===== src/rtl/mac_pkg.sv =====
// rtl/mac_pkg.sv - shared state type, default widths and sizing helper for the MAC datapath
package mac_pkg;

  typedef enum logic [1:0] {
    IDLE = 2'd0,
    REQ  = 2'd1,
    WAIT = 2'd2,
    DONE = 2'd3
  } state_t;

  localparam int PROD_W_DEF = 8;
  localparam int ACC_W_DEF  = 10;

  function automatic int clog2(input int n);
    int r;
    r = 0;
    while ((1 << r) < n) r++;
    return r;
  endfunction

endpackage


===== src/rtl/sat_adder.sv =====
// rtl/sat_adder.sv - combinational saturating adder; carry flags a clamped result
module sat_adder import mac_pkg::*; #(
  parameter int W = ACC_W_DEF
) (
  input  logic [W-1:0] a,
  input  logic [W-1:0] b,
  output logic [W-1:0] sum,
  output logic         carry
);

  logic [W:0] raw;

  always_comb begin
    raw   = {1'b0, a} + {1'b0, b};
    carry = raw[W];
    sum   = raw[W] ? '1 : raw[W-1:0];
  end

endmodule


===== src/rtl/dot_product_accumulator.sv =====
// rtl/dot_product_accumulator.sv - sequences N_TERMS multiplier runs and accumulates a saturating sum
module dot_product_accumulator import mac_pkg::*; #(
  parameter int PROD_W  = PROD_W_DEF,
  parameter int N_TERMS = 4,
  parameter int ACC_W   = ACC_W_DEF,
  parameter int CNT_W   = clog2(N_TERMS)
) (
  input  logic              clk,
  input  logic              reset,
  input  logic              clear,
  input  logic              go,
  input  logic              finish,
  input  logic [PROD_W-1:0] product,
  output logic              mul_start,
  output logic [CNT_W-1:0]  term_cnt,
  output logic              busy,
  output logic [ACC_W-1:0]  sum_out,
  output logic              sum_valid,
  input  logic              sum_ready,
  output logic              overflow
);

  state_t           state;
  state_t           next_state;
  logic [ACC_W-1:0] acc;
  logic [ACC_W-1:0] acc_sum;
  logic [ACC_W-1:0] product_ext;
  logic             acc_carry;
  logic             last_term;

  assign product_ext = ACC_W'(product);
  assign last_term   = (term_cnt == CNT_W'(N_TERMS - 1));

  sat_adder #(.W(ACC_W)) u_sat_adder (
    .a     (acc),
    .b     (product_ext),
    .sum   (acc_sum),
    .carry (acc_carry)
  );

  always_ff @(posedge clk or negedge reset) begin
    if (!reset) state <= IDLE;
    else        state <= next_state;
  end

  always_comb begin
    next_state = state;
    if (clear) begin
      next_state = IDLE;
    end else begin
      case (state)
        IDLE: if (go) next_state = REQ;
        REQ:  next_state = WAIT;
        WAIT: if (finish) next_state = last_term ? DONE : REQ;
        DONE: if (sum_ready) next_state = IDLE;
        default: next_state = IDLE;
      endcase
    end
  end

  // Outputs decode from state only; finish/product/sum_ready never reach a port combinationally.
  always_comb begin
    mul_start = 1'b0;
    busy      = 1'b0;
    sum_valid = 1'b0;
    case (state)
      REQ:  begin mul_start = 1'b1; busy = 1'b1; end
      WAIT: busy = 1'b1;
      DONE: sum_valid = 1'b1;
      default: ;
    endcase
  end

  // acc is frozen outside WAIT, so sum_out is stable for the whole DONE handshake.
  always_ff @(posedge clk or negedge reset) begin
    if (!reset) begin
      acc      <= '0;
      term_cnt <= '0;
      overflow <= 1'b0;
    end else if (clear || (state == IDLE && go)) begin
      acc      <= '0;
      term_cnt <= '0;
      overflow <= 1'b0;
    end else if (state == WAIT && finish) begin
      acc      <= acc_sum;
      term_cnt <= term_cnt + 1'b1;
      if (acc_carry) overflow <= 1'b1;
    end
  end

  assign sum_out = acc;

endmodule


===== config.mk =====
export PLATFORM = sky130hd
export DESIGN_NAME = dot_product_accumulator
export DESIGN_NICKNAME = d
export VERILOG_FILES = /design/src/rtl/mac_pkg.sv /design/src/rtl/sat_adder.sv /design/src/rtl/dot_product_accumulator.sv
export SDC_FILE = /design/constraint.sdc
export NUM_CORES = 1
export LEC_CHECK = 0
export CAP_MARGIN = 10
export CORE_MARGIN = 8
export CORE_UTILIZATION = 53
export CTS_CLUSTER_SIZE = 14
export DETAILED_ROUTE_END_ITERATION = 12
export PLACE_DENSITY = 0.84
export SLEW_MARGIN = 40
export SYNTH_ARGS = -nofsm -noshare
export SYNTH_HDL_FRONTEND = slang
export SYNTH_HIERARCHICAL = 1
export SYNTH_SLANG_ARGS = --single-unit

===== constraint.sdc =====
create_clock -name clk -period 5.4 [get_ports clk]
set_input_delay 1.08 -clock clk [delete_from_list [all_inputs] [get_ports clk]]
set_output_delay 1.08 -clock clk [all_outputs]
set_load 0.02 [all_outputs]

==> impl_metrics.ini <==
[synthesis]
synth_top_family_by_area = compound AO/OA/AOI/OAI gates
synthAdderAreaFrac = 0.165
synth.avg_cell_area_sq_um = 8.61
synth_compound_area_frac = 0.248
synth_cell_types = 37
synthXorXnorAreaFrac = 0.0488
synthTopCellsByArea = dfrtp_1, ha_1, nand2_1
synth_top_area_frac = 0.299
synthesis.area_sq_mm = 0.00126
synth-seq-cells = 15
synth_cells = 146
yosys_warnings = 6
ys_seq_area_frac = 0.299
yosysTopAreaCell = dfrtp_1
synth_mux_area_frac = 0
synth-simple-area-share = 0.181

[routing]
postRouteAntennaNets = 0
wl_per_cell_um = 16.1
drt_iter0_markers = 51
firstDrtPassIters = 4
drc_errors = 0
vias = 1171
drt_wl_total_mm = 3.29
vias_per_cell = 5.74

[placement]
place_congestion = 0.997
dp_hpwl_mm = 2.55
port_buffers = 29

[worst_setup_path]
arrival_ps = 3370
cp.required_ps = 5560
cp.buffers_inverters = 2
regToRegEndpoint = sum_out[8]
cp_top_family = compound AO/OA/AOI/OAI gates
endpoint = sum_out[8]
rrSetupSlack_ps = 3010
crit_type = primary input to flop
rr_worst_depth = 10
cp.depth = 11
critical_path.max_fanout = 3
crit_start = product[0]
rr_startpoint = sum_out[0]
start_kind = primary input
slowest_delay_ps = 460
cp-end-kind = flop
crit_slowest_cell = clkdlybuf4s50_1
path_cells = clkdlybuf4s50_1 > ha_1 > inv_1 > fa_1 > nand2b_1 > a21oi_2 > o211ai_2 > a2111oi_2 > nor2_1 > nand2_1 > a21oi_1

[floorplan]
ioPinCount = 30
row_count = 17
core_sq_mm = 0.00223
start_util = 0.563
die_h_um = 64.7
die-area_sq_mm = 0.00419
die_w_um = 64.7

[finish]
drive_above_1_share = 0.0909
area_growth_pct = 25.4
diodes = 0
final_cell_mix = nand2_1, clkdlybuf4s50_1, a21oi_1, ha_1, dfrtp_1
fillCellCount = 193
final_common_cell = nand2_1
fin_nets = 207

[sta]
tns_ps = 0
slew_violations = 0
rsz0062_at_grt = false
final_hold_viol_count = 0
finalCriticalPeriod_ps = 3220
fmax_mhz = 311
skew_ps = 10.7
period_share = 0.596
setup_viol = 0

[power]
p_total_uw = 327
p_seq_frac = 0.387
p_int_uw = 204
p_comb_frac = 0.403
peakVddDrop_mv = 0.219
p_sw_uw = 124
switching_share = 0.377
p_leak_nw = 0.704
powerDensity_mw_per_mm2 = 208
clkPwrFrac = 0.210

[clock_tree]
cts_inserted_buffers = 3
hold_buffers = 0
cts-root-buf = clkbuf_4
cts_tree = done
path_clk_slew_ps = 110
cts_sinks = 15
htree_num_levels = 1
cts_setup_buffers = 0
ctsResizeCount = 0
clk_latency_ps = 300
clockBufferDepth = 2

[outcome]
outcome = finished clean

[global_routing]
antenna_found_initial = 0
grt_pass1_vias = 1142
grt_use_total = 0.157
grt_max_degree = 16
overflow = 0
grt_pass1_wl_mm = 5.40

[hold_path]
hp-class = flop to flop

[job]
maxCapViolations = 0
[worst reg2reg max path, delay by kind of cell, from the launching register on]
| kind | cells | cell delay, ps |
|---|---|---|
| AOI/OAI and AO/OA | 4 | 800 |
| adders and majority gates | 2 | 640 |
| DFF | 1 | 400 |
| and+or+nand+nor | 3 | 350 |
| buffers and inverters | 1 | 80 |
[metrics by stage]
| stage | hold slack, ps | std cells | cell area, sq um | utilization | setup WS (ps) |
|---|---|---|---|---|---|
| 6_report | 535 | 204 | 1580 | 0.706 | 2180 |
| 5_1_grt | 546 | 204 | 1580 | 0.706 | 2100 |
| 4_1_cts | 536 | 204 | 1580 | 0.708 | 2250 |
| 3_5_place_dp | 506 | 200 | 1550 | 0.696 | 1960 |
| 3_3_place_gp | 482 | 200 | 1550 | 0.696 | 2030 |
| 2_1_floorplan | 582 | 147 | 1260 | - | 2620 |
[area by class of cell]
type                            count  area, sq um  area share
Clock buffer                        3         22.5      0.0143
Clock inverter                      1         5.00     0.00317
Inverter                           10         37.5      0.0238
Multi-Input combinational cell    118          816       0.517
Sequential cell                    15          375       0.238
Tap cell                           28         35.0      0.0222
Timing Repair Buffer               29          285       0.181
[registers in the layout (all words and copies together), names as in the netlist]
name / cells
sum_out: 10
state: 2
term_cnt: 2
overflow: 1
[cell usage after synthesis]
library cell   n
a311oi_2       1
xnor2_1        1
a211oi_1       3
and2_4         1
buf_8          1
a2111oi_2      1
nor2_1         8
and2_1         1
a211oi_2       1
xor2_1         6
o21ai_1        2
o32ai_2        1
o221a_1        1
or3_1          1
fa_1           1
a21oi_1       18
a21oi_2        2
buf_2          2
nand2b_1       5
o221ai_1       1
nand2_1       31
inv_1          8
conb_1         1
nand3_1        1
nor2b_1        1
a21o_1         4
and4_1         2
inv_2          2
buf_4          1
ha_1          15
o21ai_0        2
o2111ai_1      1
o211ai_2       1
dfrtp_1       15
o211ai_1       1
o21bai_1       1
o41ai_2        1
[routing by layer]
| layer | vias to the layer above | GRT usage | part of all wire |
|---|---|---|---|
| met3 | 4 | 0.0447 | 0.055 |
| met5 | - | 0 | 0 |
| met4 | 0 | 0.0272 | 0.0055 |
| li1 | 564 | - | - |
| met1 | 564 | 0.200 | 0.45 |
| met2 | 39 | 0.260 | 0.49 |
[logic make-up after synthesis]
kind of cell / count (synthesis)
buffers and inverters: 14
adder cells (fa/ha/maj): 16
other: 1
AND/OR/NAND/NOR: 51
flip-flops: 15
XOR/XNOR: 7
AO/OA/AOI/OAI: 42
[power by group through the flow]
stage | clock (mW) | combinational, mW | sequential, mW
after floorplan | 0 | 0.0847 | 0.130
after global placement | 0 | 0.127 | 0.128
after detailed placement | 0 | 0.131 | 0.128
after CTS | 0.0712 | 0.132 | 0.126
after global routing | 0.0737 | 0.144 | 0.127
final | 0.0686 | 0.132 | 0.127
[worst min path at each step]
stage	startpoint	endpoint	slack (ps)	cells past startpoint
floorplan	state[0]	state[0]	580	2
finish	overflow	overflow	540	2
global route	overflow	overflow	550	2
detailed placement	overflow	overflow	510	2
global placement	overflow	overflow	480	2
CTS	overflow	overflow	540	2
(Power assumes the default switching activity.)
